===== src/rtl/rns_residue_sequencer.sv =====
// rtl/rns_residue_sequencer.sv - binary-to-RNS converter time-sharing one external modulus unit
// Walks the enabled channels lowest-first, one shared-unit request per cycle.
module rns_residue_sequencer #(
   parameter int MOD0 = 3,
   parameter int MOD1 = 5,
   parameter int MOD2 = 7
) (
   input  logic       clk,
   input  logic       rst,
   input  logic       in_valid,
   output logic       in_ready,
   input  logic [3:0] in_data,
   input  logic [2:0] in_mask,
   output logic [3:0] mod_dividend,
   output logic [2:0] mod_moduli,
   input  logic [2:0] mod_remainder,
   output logic       mod_active,
   output logic       res_valid,
   input  logic       res_ready,
   output logic [2:0] res0,
   output logic [2:0] res1,
   output logic [2:0] res2,
   output logic       busy
);

   typedef enum logic [1:0] {IDLE, RUN, DONE} state_t;

   state_t          state_q, state_d;
   logic [3:0]      operand_q, operand_d;
   logic [2:0]      mask_q, mask_d;
   logic [1:0]      idx_q, idx_d;
   logic [2:0][2:0] res_q, res_d;
   logic [3:0]      mod_dividend_q, mod_dividend_d;
   logic [2:0]      mod_moduli_q, mod_moduli_d;
   logic            mod_active_q, mod_active_d;
   logic [2:0]      nxt;

   function automatic logic [2:0] modulus(input logic [1:0] i);
      case (i)
         2'd0:    return 3'(MOD0);
         2'd1:    return 3'(MOD1);
         default: return 3'(MOD2);
      endcase
   endfunction

   // Returns {found, index} of the lowest set mask bit at or above lo.
   function automatic logic [2:0] first_set_from(input logic [2:0] m, input int lo);
      logic [2:0] r;
      r = 3'b000;
      for (int k = 2; k >= 0; k--) begin
         if (k >= lo && m[k]) r = {1'b1, 2'(k)};
      end
      return r;
   endfunction

   always_comb begin
      state_d        = state_q;
      operand_d      = operand_q;
      mask_d         = mask_q;
      idx_d          = idx_q;
      res_d          = res_q;
      mod_dividend_d = mod_dividend_q;
      mod_moduli_d   = mod_moduli_q;
      mod_active_d   = mod_active_q;
      nxt            = 3'b000;
      case (state_q)
         IDLE: begin
            if (in_valid) begin
               operand_d = in_data;
               mask_d    = in_mask;
               res_d     = '0;
               nxt       = first_set_from(in_mask, 0);
               if (nxt[2]) begin
                  state_d        = RUN;
                  idx_d          = nxt[1:0];
                  mod_dividend_d = in_data;
                  mod_moduli_d   = modulus(nxt[1:0]);
                  mod_active_d   = 1'b1;
               end else begin
                  state_d = DONE;
               end
            end
         end
         RUN: begin
            res_d[idx_q] = mod_remainder;
            nxt          = first_set_from(mask_q, int'(idx_q) + 1);
            if (nxt[2]) begin
               idx_d        = nxt[1:0];
               mod_moduli_d = modulus(nxt[1:0]);
            end else begin
               state_d        = DONE;
               mod_dividend_d = 4'd0;
               mod_moduli_d   = 3'd0;
               mod_active_d   = 1'b0;
            end
         end
         DONE: begin
            if (res_ready) state_d = IDLE;
         end
         default: state_d = IDLE;
      endcase
   end

   always_ff @(posedge clk) begin
      if (rst) begin
         state_q        <= IDLE;
         operand_q      <= 4'd0;
         mask_q         <= 3'd0;
         idx_q          <= 2'd0;
         res_q          <= '0;
         mod_dividend_q <= 4'd0;
         mod_moduli_q   <= 3'd0;
         mod_active_q   <= 1'b0;
      end else begin
         state_q        <= state_d;
         operand_q      <= operand_d;
         mask_q         <= mask_d;
         idx_q          <= idx_d;
         res_q          <= res_d;
         mod_dividend_q <= mod_dividend_d;
         mod_moduli_q   <= mod_moduli_d;
         mod_active_q   <= mod_active_d;
      end
   end

   assign in_ready     = (state_q == IDLE) && !rst;
   assign res_valid    = (state_q == DONE);
   assign busy         = (state_q != IDLE);
   assign mod_dividend = mod_dividend_q;
   assign mod_moduli   = mod_moduli_q;
   assign mod_active   = mod_active_q;
   assign res0         = res_q[0];
   assign res1         = res_q[1];
   assign res2         = res_q[2];

endmodule


===== config.mk =====
export PLATFORM = sky130hd
export DESIGN_NAME = rns_residue_sequencer
export DESIGN_NICKNAME = d
export VERILOG_FILES = /design/src/rtl/rns_residue_sequencer.sv
export SDC_FILE = /design/constraint.sdc
export NUM_CORES = 1
export LEC_CHECK = 0
export ABC_AREA = 1
export BUFFER_PORTS_ARGS = -buffer_cell sky130_fd_sc_hd__buf_2
export CELL_PAD_IN_SITES_DETAIL_PLACEMENT = 1
export CELL_PAD_IN_SITES_GLOBAL_PLACEMENT = 2
export CORE_MARGIN = 1
export CORE_UTILIZATION = 29
export CTS_CLUSTER_DIAMETER = 40
export DETAILED_ROUTE_END_ITERATION = 8
export GPL_ROUTABILITY_DRIVEN = 0
export GPL_TIMING_DRIVEN = 0
export PLACE_DENSITY_LB_ADDON = 0.08
export SLEW_MARGIN = 30
export SYNTH_ARGS = -nofsm -noshare
export SYNTH_HDL_FRONTEND = slang
export SYNTH_SLANG_ARGS = --single-unit

===== constraint.sdc =====
create_clock -name clk -period 2.1 [get_ports clk]
set_clock_uncertainty 0.2 [all_clocks]
set_input_delay 0.42 -clock clk [delete_from_list [all_inputs] [get_ports clk]]
set_output_delay 0.42 -clock clk [all_outputs]
set_load 0.05 [all_outputs]

**Word level (Yosys, flattened, before mapping)**

Cells that the tools add are included.

- Bits in latches: 0
- Logic and storage cells: 78
- Bits of input ports: 14
- Output and inout port bits: 20
- Bits in writable memories: 0
- Memory bits (read-only): 0
- Flip-flop bits (word level): 24
- Memories kept: 0

- Divide/modulo/power cells: 0
- Multiplexer cells: 37
- Multipliers: 0
- Add/sub/neg operators: 1
- Shift operators: 0
- Reductions and logical operators: 17
- Equal/unequal tests: 9
- Order comparisons: 5
- Bitwise logic cells: 0

Operator list:

| operator | count |
|---|---|
| $mux 3 | 13 |
| $pmux 3 s2 | 3 |
| $pmux 9 s2 | 1 |
| $mux 2 | 7 |
| $mux 4 | 3 |
| $bwmux 9 | 1 |
| $mux 9 | 1 |
| $ne 2x2->1 const B | 4 |
| $pmux 4 s2 | 1 |
| $reduce_and 4->1 | 2 |
| $demux 3 s2 | 1 |
| $eq 2x1->1 const B | 3 |
| $ge 1x3->1 const A | 2 |
| $logic_not 2->1 | 3 |
| $pmux 2 s3 | 1 |
| $reduce_and 3->1 | 2 |
| $logic_and 1x1->1 | 5 |
| $pmux 2 s2 | 1 |
| $reduce_and 2->1 | 2 |
| $reduce_bool 2->1 | 2 |
| $add 2x1->3 const B | 1 |
| $ge 2x3->1 const A | 1 |
| $lt 2x3->1 const B | 1 |
| $mux 1 | 3 |
| other kinds (5) | 5 |

**Longest topological paths before layout**

Gate-level depths: netlist of the first run.

- Word-level depth: 11
- Depth in mapped cells: 8

**Least setup slack after synthesis of the first run**

Ideal clock, no wire load.

- Path type: input -> output
- Start: input rst
- End: output in_ready
- Stages on the path: 3
- Path slack: 0.034 ns
- Path buffers: 2
- Arrival time: 1.446 ns
- Data required time: 1.480 ns
- Cell sequence: clkbuf_1 > buf_2 > nor2_1

- Word-level cells in the longest chain between the ends: 2

Ends and longest elaborated chain:

| element | RTL line | text |
|---|---|---|
| start, declared | 9 | `input logic rst,` |
| $logic_not 1->1 | 126 | `assign in_ready = (state_q == IDLE) && !rst;` |
| $logic_and 1x1->1 | 126 |  |
| end, declared | 11 | `output logic in_ready,` |

Every way passes these cells.

**Final worst setup path of the first run**

- Start: register state_q[1]
- End: output res_valid

- Word-level cells in the longest chain between the ends: 1

Ends and longest elaborated chain:

| element | RTL line | text |
|---|---|---|
| start, declared | 28 | `state_t state_q, state_d;` |
| start signal, assigned | 115 | `state_q <= state_d;` |
| $eq 2x2->1 | 127 | `assign res_valid = (state_q == DONE);` |
| end, declared | 18 | `output logic res_valid,` |

Every way passes these cells.

==> impl_metrics.csv, run 1 <==
group,metric,value,unit
setup_path,startpoint,"state_q[1]",
synthesis,syn_avg_cell_area,7.66,um2
final_layout,fin_util,38.2,%
final_layout,drive_above_1_share,31.6,%
setup_path,criticalPathCategory,"register to output pin",
timing,relSlewSlack,80.3,%
clocking,post_cts_buffers,0,
detailed_routing,drt_pre_antenna_iters,4,
detailed_routing,vias,1010,
floorplanning,initial_core_util,31.0,%
setup_path,r2r-start,"state_q[0]",
setup_path,end_kind,"output pin",
final_layout,synthToLayoutAreaGrowth,23.3,%
timing,fin_crit_sh,94.3,%
setup_path,start_kind,"register",
status,status,"finished, final reports clean",
synthesis,synth_area,1060,um2
setup_path,r2r_end,"idx_q[0]",
timing,finalSetupViolCount,0,
clocking,cts-root-buf,"clkbuf_4",
global_routing,grt_start_max_net_pins,14,
clocking,numCtsBuffers,3,
pwr,total_power,1.19,mW
pwr,p_per_area,915,nW/um2
final_layout,nets,189,
clocking,clockBufferDepth,2,
detailed_routing,wl_per_cell,12.3,um
synthesis,postSynthCellCount,138,
worst_hold_path,min_path_type,"primary input to register",
clocking,htree_num_levels,1,
clocking,clkSlewWorstSetupHoldPaths,140,ps
job,max_cap_violations,0,
timing,min_period,1980,ps
clocking,cts_resized,0,
clocking,cts_sinks,23,
floorplanning,die_h,62.4,um
detailed_routing,drtIter0Drc,20,
timing,drv_slew,0,
setup_path,cp_max_fo,4,
setup_path,regToRegSetupSlack,620,ps
setup_path,r2r.worst_path.cells,6,
detailed_routing,viasPerCell,4.59,
clocking,hold_buffers,0,
detailed_routing,drt-total-wl,2710,um
timing,finalHoldViolCount,0,
synthesis,syn_nets,152,
synthesis,ys_ff_latch,23,
floorplanning,rows,21,
pwr,peakVddDrop,0.000338,V
timing,max_freq,0.505,GHz
timing,worstMarginPinSlew,295,ps
final_layout,antenna_cells,0,
floorplanning,dieArea,3890,um2
floorplanning,ios,34,
floorplanning,die_x,62.4,um
setup_path,required,1480,ps
global_routing,grt_pass1_vias,1056,
placed_design,portBuffers,33,
pwr,p_leak,0.599,nW
synthesis,yosysWarnings,0,
setup_path,crit_arrival,1360,ps
clocking,tritoncts,"done",
setup_path,cp-endpoint,"res_valid",
detailed_routing,drc,0,
synthesis,synth_cell_types,19,
detailed_routing,antenna_left,0,
clocking,worst_skew_pair.late_latency,320,ps
synthesis,seq_area_frac_synth,43.6,%
timing,grt_setup_unrepaired,"false",
global_routing,antenna_found_initial,0,
placed_design,post-dp-hpwl,2150,um
floorplanning,coreArea,3420,um2
global_routing,grt_overflow,0,
global_routing,gr-usage-all-layers,15.9,%
final_layout,nFillCells,453,
global_routing,grt_pass1_wl,4840,um
==> report_power, final <==
part           internal (mW)  switching (mW)  total, mW
Combinational          0.132           0.330      0.462
Sequential             0.481          0.0320      0.513
Clock                 0.0715           0.146      0.217
Total                  0.685           0.508       1.19
==> critical path: stages, from the launching register on <==
cell	delay, ps
dfxtp_1	520
inv_2	110
nor2_1	130
buf_2	280
==> cell usage after synthesis <==
cell / count / area share (%)
nor2_8: 1 / 1.9
nand2_4: 3 / 3.2
dfxtp_1: 23 / 44
nand3b_1: 1 / 0.71
nand3_1: 22 / 10
nor2_1: 10 / 3.6
buf_6: 1 / 1.1
inv_2: 2 / 0.71
nor3_1: 1 / 0.47
clkbuf_1: 1 / 0.35
a21oi_1: 19 / 9.0
bufinv_8: 1 / 1.7
inv_1: 7 / 2.5
nand2_1: 31 / 11
buf_2: 2 / 0.95
nor2_4: 2 / 2.1
a21oi_2: 4 / 3.3
nand2_2: 2 / 1.2
o21ai_0: 5 / 2.4
==> cells in the final DEF, fill, tap and decap left out, drive strengths merged <==
master / synthesis / final
clkbuf: 1 / 3
a21oi: 23 / 23
nor3: 1 / 1
nand3b: 1 / 1
buf: 3 / 36
inv: 9 / 9
bufinv: 1 / 1
nand3: 22 / 22
clkinv: 0 / 1
dfxtp: 23 / 23
nand2: 36 / 36
nor2: 13 / 13
o21ai: 5 / 5
==> layer usage <==
| layer | track usage, % | share of wire (%) | vias up |
|---|---|---|---|
| li1 | - | - | 526 |
| met1 | 21.4 | 49 | 454 |
| met2 | 25.1 | 45 | 25 |
| met3 | 2.74 | 4.2 | 5 |
| met4 | 6.10 | 2.0 | 0 |
| met5 | 0 | 0 | - |
==> worst min path at each step <==
stage / from / end / slack, ps / cells after the start
after detailed placement: mod_dividend[0] / mod_dividend[0] / 250 / 2
after global placement: mod_dividend[3] / mod_dividend[3] / 240 / 2
after CTS: in_data[2] / mod_dividend[2] / 140 / 3
final: in_data[2] / mod_dividend[2] / 150 / 3
after global routing: in_data[3] / mod_dividend[3] / 130 / 3
after floorplan: mask_q[2] / mask_q[2] / 270 / 2
==> cells by family after synthesis <==
family	count (synthesis)	synth area share, %
buffers and inverters	14	7.22
AND/OR/NAND/NOR	73	34.6
flip-flops	23	43.6
AO/OA/AOI/OAI	28	14.7
==> final cells by class <==
type,count,area (um2),share of cell area [%]
Multi-Input combinational cell,101,520,39.9
Buffer,3,21.3,1.63
Clock inverter,1,5.00,0.384
Tap cell,46,57.6,4.41
Sequential cell,23,460,35.3
Timing Repair Buffer,33,165,12.7
Clock buffer,3,22.5,1.73
Inverter,10,51.3,3.93
==> flip-flops by register name (all words and copies together), names as in the netlist <==
signal,flops
mask_q,2
res0,3
state_q,2
res2,3
res1,3
mod_moduli,3
idx_q,2
mod_dividend,4
mod_active,1
==> through the flow <==
| step | instance area (um2) | setup slack (ps) | TNS, ps | hold slack (ps) | std cells |
|---|---|---|---|---|---|
| floorplan | 1060 | 33.6 | 0 | 274 | 138 |
| finish | 1300 | 121 | 0 | 153 | 220 |
| global placement | 1280 | -64.3 | -64.3 | 245 | 217 |
| CTS | 1300 | 97.8 | 0 | 135 | 220 |
| global route | 1300 | 27.4 | 0 | 132 | 220 |
| detailed placement | 1280 | -85.4 | -85.4 | 252 | 217 |
(Power assumes the default switching activity.)
==> inputs of run 2 (changes only) <==
==> constraint.sdc (replaced) <==
create_clock -name clk -period 2.1 [get_ports clk]
set_clock_uncertainty 0.2 [all_clocks]
set_input_delay 0 -clock clk [delete_from_list [all_inputs] [get_ports clk]]
set_output_delay 0 -clock clk [all_outputs]
set_load 0.05 [all_outputs]
==> impl_metrics.csv, run 2 (synthesis results as in run 1) <==
group,metric,value,unit
floorplanning,coreArea,3420,um2
floorplanning,dieArea,3890,um2
setup_path,r2r-start,"state_q[1]",
timing,min_period,1970,ps
detailed_routing,drt-total-wl,2950,um
global_routing,grt_pass1_wl,5200,um
worst_hold_path,whs_path_depth,6,
detailed_routing,drc,0,
floorplanning,rows,21,
timing,setup_tns,0,ps
setup_path,start_kind,"register",
detailed_routing,drtIter0Drc,20,
final_layout,nets,204,
clocking,cts_sinks,23,
placed_design,dp_cells,217,
final_layout,final_common_cell,"buf_2",
setup_path,required,2130,ps
worst_hold_path,hp-start,"in_valid",
setup_path,crit_arrival,2000,ps
setup_path,crit_slowest_cell,"dlygate4sd3_1",
global_routing,grt_overflow,0,
floorplanning,ios,34,
global_routing,gr-usage-all-layers,17.1,%
pwr,peakVddDrop,0.000340,V
job,max_cap_violations,0,
final_layout,stdcell_count,235,
final_layout,largest_reg_flops,4,
clocking,numCtsBuffers,3,
placed_design,post-dp-hpwl,2150,um
timing,finalHoldViolCount,0,
clocking,clockBufferDepth,2,
clocking,clkSlewWorstSetupHoldPaths,140,ps
global_routing,grt_start_max_net_pins,14,
detailed_routing,antenna_left,0,
global_routing,grt_pass1_vias,1148,
setup_path,slowest_delay,550,ps
setup_path,end_kind,"register",
global_routing,antenna_found_initial,0,
setup_path,r2r.worst_path.cells,7,
placed_design,placed_area,1280,um2
worst_hold_path,min_path_type,"primary input to register",
timing,finalSetupViolCount,0,
timing,grt_setup_unrepaired,"false",
final_layout,fin_area,1450,um2
pwr,total_power,1.22,mW
detailed_routing,vias,1074,
floorplanning,die_h,62.4,um
setup_path,r2r_end,"mask_q[1]",
pwr,p_per_area,843,nW/um2
clocking,cts_resized,0,
clocking,hold_buffers,14,
setup_path,criticalPathCategory,"register to register",
final_layout,synthToLayoutAreaGrowth,36.9,%
final_layout,antenna_cells,0,
floorplanning,initial_core_util,31.0,%
timing,drv_slew,0,
status,status,"finished, final reports clean",
floorplanning,die_x,62.4,um
final_layout,drive_above_1_share,29.1,%
timing,fin_crit_sh,93.9,%
pwr,p_leak,0.663,nW
detailed_routing,wl_per_cell,12.5,um
worst_hold_path,min_to,"res0[0]",
setup_path,regToRegSetupSlack,130,ps
clocking,htree_num_levels,1,
final_layout,layout_common_cells,"35 x buf_2, 31 x nand2_1, 23 x dfxtp_1",
clocking,post_cts_buffers,0,
placed_design,portBuffers,33,
timing,relSlewSlack,67.6,%
detailed_routing,viasPerCell,4.57,
timing,max_freq,0.507,GHz
detailed_routing,drt_pre_antenna_iters,4,
clocking,cts-root-buf,"clkbuf_4",
setup_path,crit_chain,"inv_2, nand2_4, nor2_4, buf_6, o21ai_0, a21oi_1, dlygate4sd3_1",
clocking,worst_skew_pair.late_latency,320,ps
timing,worstMarginPinSlew,486,ps
setup_path,cp_max_fo,8,
clocking,tritoncts,"done",
-- run 2: worst max-delay path: cells and delay by family (launching register included) --
family / cells / cell delay [ps]
AO/OA/AOI/OAI: 2 / 190
flip-flops: 1 / 520
buffers and inverters: 3 / 800
AND/OR/NAND/NOR: 2 / 150
-- run 2: power breakdown --
group	internal (mW)	total, mW	switching, mW
combinational	0.153	0.489	0.336
clock	0.0715	0.219	0.148
sequential	0.481	0.513	0.0321
total	0.705	1.22	0.515
-- run 2: worst max-delay path by stage --
stage,start,endpoint,slack [ps],cells after the start
3_3_place_gp,state_q[0],idx_q[0],610,6
2_1_floorplan,state_q[1],state_q[1],230,5
6_report,state_q[1],mask_q[1],130,7
5_1_grt,state_q[1],mask_q[1],20,7
3_5_place_dp,state_q[0],mod_dividend[3],620,7
4_1_cts,state_q[1],mask_q[1],130,7
-- run 2: final cells by class --
class | count | area [um2]
clock buffers | 3 | 22.5
repair buffers | 47 | 305
flip-flops and latches | 23 | 460
fillers | 449 | 1970
plain buffers | 4 | 25.0
multi-input cells | 101 | 520
inverters | 10 | 51.3
well taps | 46 | 57.6
clock inverters | 1 | 5.00
-- run 2: metrics by stage --
| stage | setup WS (ps) | util [%] | hold WS [ps] |
|---|---|---|---|
| global route | 21.8 | 42.4 | 95.1 |
| detailed placement | 624 | 37.5 | 79.2 |
| floorplan | 225 | - | -57.9 |
| finish | 127 | 42.4 | 49.6 |
| CTS | 134 | 42.4 | 47.2 |
| global placement | 615 | 37.5 | 72.2 |
-- run 2: per-layer routing --
layer | track usage, % | vias up | wire, um
met3 | 2.55 | 5 | 110
met4 | 6.10 | 0 | 53
met2 | 28.6 | 25 | 1380
li1 | - | 557 | -
met1 | 22.2 | 487 | 1410
met5 | 0 | - | 0
==> inputs of run 3 (changes only) <==
CELL_PAD_IN_SITES_GLOBAL_PLACEMENT = 1   (was 2)
CORE_UTILIZATION = 37   (was 29)
==> impl_metrics.csv, run 3 (synthesis results as in run 1) <==
group,metric,value,unit
status,status,"finished, final reports clean",
setup_path,r2r-start,"state_q[1]",
final_layout,synthToLayoutAreaGrowth,36.1,%
setup_path,cp_max_fo,8,
floorplanning,rows,19,
floorplanning,initial_core_util,38.7,%
global_routing,grt_overflow,0,
floorplanning,dieArea,3080,um2
global_routing,grt_pass1_vias,1098,
timing,finalSetupViolCount,0,
global_routing,grt_pass1_wl,4900,um
global_routing,gr-usage-all-layers,19.8,%
timing,worstMarginPinSlew,477,ps
detailed_routing,drtIter0Drc,22,
global_routing,grt_start_max_net_pins,14,
setup_path,crit_arrival,1980,ps
final_layout,largest_reg_flops,4,
final_layout,layout_common_cells,"35 x buf_2, 31 x nand2_1, 23 x dfxtp_1",
pwr,p_leak,0.669,nW
worst_hold_path,hp-start,"in_valid",
pwr,peakVddDrop,0.000519,V
floorplanning,die_h,55.5,um
timing,finalHoldViolCount,0,
detailed_routing,wl_met3,93,um
setup_path,criticalPathCategory,"register to register",
timing,drv_slew,0,
timing,setup_tns,0,ps
setup_path,required,2110,ps
detailed_routing,antenna_left,0,
setup_path,regToRegSetupSlack,120,ps
final_layout,final_common_cell,"buf_2",
final_layout,drive_above_1_share,28.9,%
floorplanning,ios,34,
setup_path,startpoint,"state_q[1]",
timing,grt_setup_unrepaired,"false",
clocking,tritoncts,"done",
setup_path,slowest_delay,550,ps
setup_path,crit_chain,"inv_2, nand2_4, nor2_4, buf_6, o21ai_0, a21oi_1, dlygate4sd3_1",
final_layout,nets,205,
placed_design,post-dp-hpwl,2070,um
detailed_routing,drt_pre_antenna_iters,4,
global_routing,antenna_found_initial,0,
clocking,numCtsBuffers,3,
timing,relSlewSlack,68.2,%
detailed_routing,drc,0,
detailed_routing,viasPerCell,4.96,
clocking,clockBufferDepth,2,
clocking,cts-root-buf,"clkbuf_4",
timing,fin_ws,125,ps
detailed_routing,wl_met2,1440,um
detailed_routing,routed.top_layer,"met4",
timing,max_freq,0.506,GHz
final_layout,fin_util,52.6,%
clocking,clkSlewWorstSetupHoldPaths,130,ps
final_layout,antenna_cells,0,
pwr,p_per_area,847,nW/um2
detailed_routing,drt-total-wl,2910,um
worst_hold_path,min_path_type,"primary input to register",
floorplanning,coreArea,2730,um2
detailed_routing,wl_met1,1360,um
setup_path,end_kind,"register",
floorplanning,die_x,55.5,um
clocking,htree_num_levels,1,
setup_path,start_kind,"register",
final_layout,nFillCells,351,
final_layout,multi_input_area,520,um2
detailed_routing,wl_per_cell,13.2,um
final_layout,seq_area,460,um2
job,max_cap_violations,0,
placed_design,dp_slack,602,ps
clocking,cts_sinks,23,
timing,fin_crit_sh,94.0,%
setup_path,crit_slowest_cell,"dlygate4sd3_1",
clocking,worst_skew_pair.late_latency,300,ps
detailed_routing,vias,1096,
placed_design,portBuffers,33,
timing,min_period,1980,ps
-- run 3: area by class of cell --
cell class | count | share of cell area, %
buffer | 4 | 1.74
multi-input combinational | 101 | 36.2
clock inverter | 1 | 0.348
tap | 31 | 2.70
inverter | 10 | 3.57
sequential | 23 | 32.0
clock buffer | 3 | 1.57
timing repair buffer | 48 | 21.9
-- run 3: critical path: cells and delay by family (launching register included) --
family / cells / cell delay, ps
simple gates: 2 / 160
flops: 1 / 500
buf+inv: 3 / 800
compound gates: 2 / 220
-- run 3: what timing repair did --
action,CTS,global route
endpoints found under the hold margin,20,0
gates resized for setup,0,0
hold buffers,15,0
buffers inserted,0,0
-- run 3: final timing paths --
path,end,cells past startpoint
worst max-delay path,mask_q[1],7
worst max register to register,mask_q[1],7
worst min-delay path,mod_moduli[2],6
worst min register to register,res1[1],2
-- run 3: power by group --
part	switching, mW	internal [mW]	leakage [nW]
Sequential	0.0331	0.481	0.188
Combinational	0.341	0.157	0.463
Clock	0.135	0.0710	0.0177
Total	0.509	0.709	0.669
-- run 3: per-layer routing --
metal / vias to the layer above / global-route usage (%)
li1: 564 / -
met1: 508 / 25.2
met2: 22 / 35.3
met3: 2 / 3.04
met4: 0 / 4.29
met5: - / 0
-- run 3: per-stage QoR --
stage                     power [mW]  instances  hold WS, ps  instance area [um2]
after floorplan                0.886        138        -57.9                 1060
after global placement         0.980        202         69.5                 1260
after detailed placement       0.993        202         80.0                 1260
after CTS                       1.23        221         55.6                 1440
after global routing            1.29        221          106                 1440
final                           1.22        221         76.6                 1440
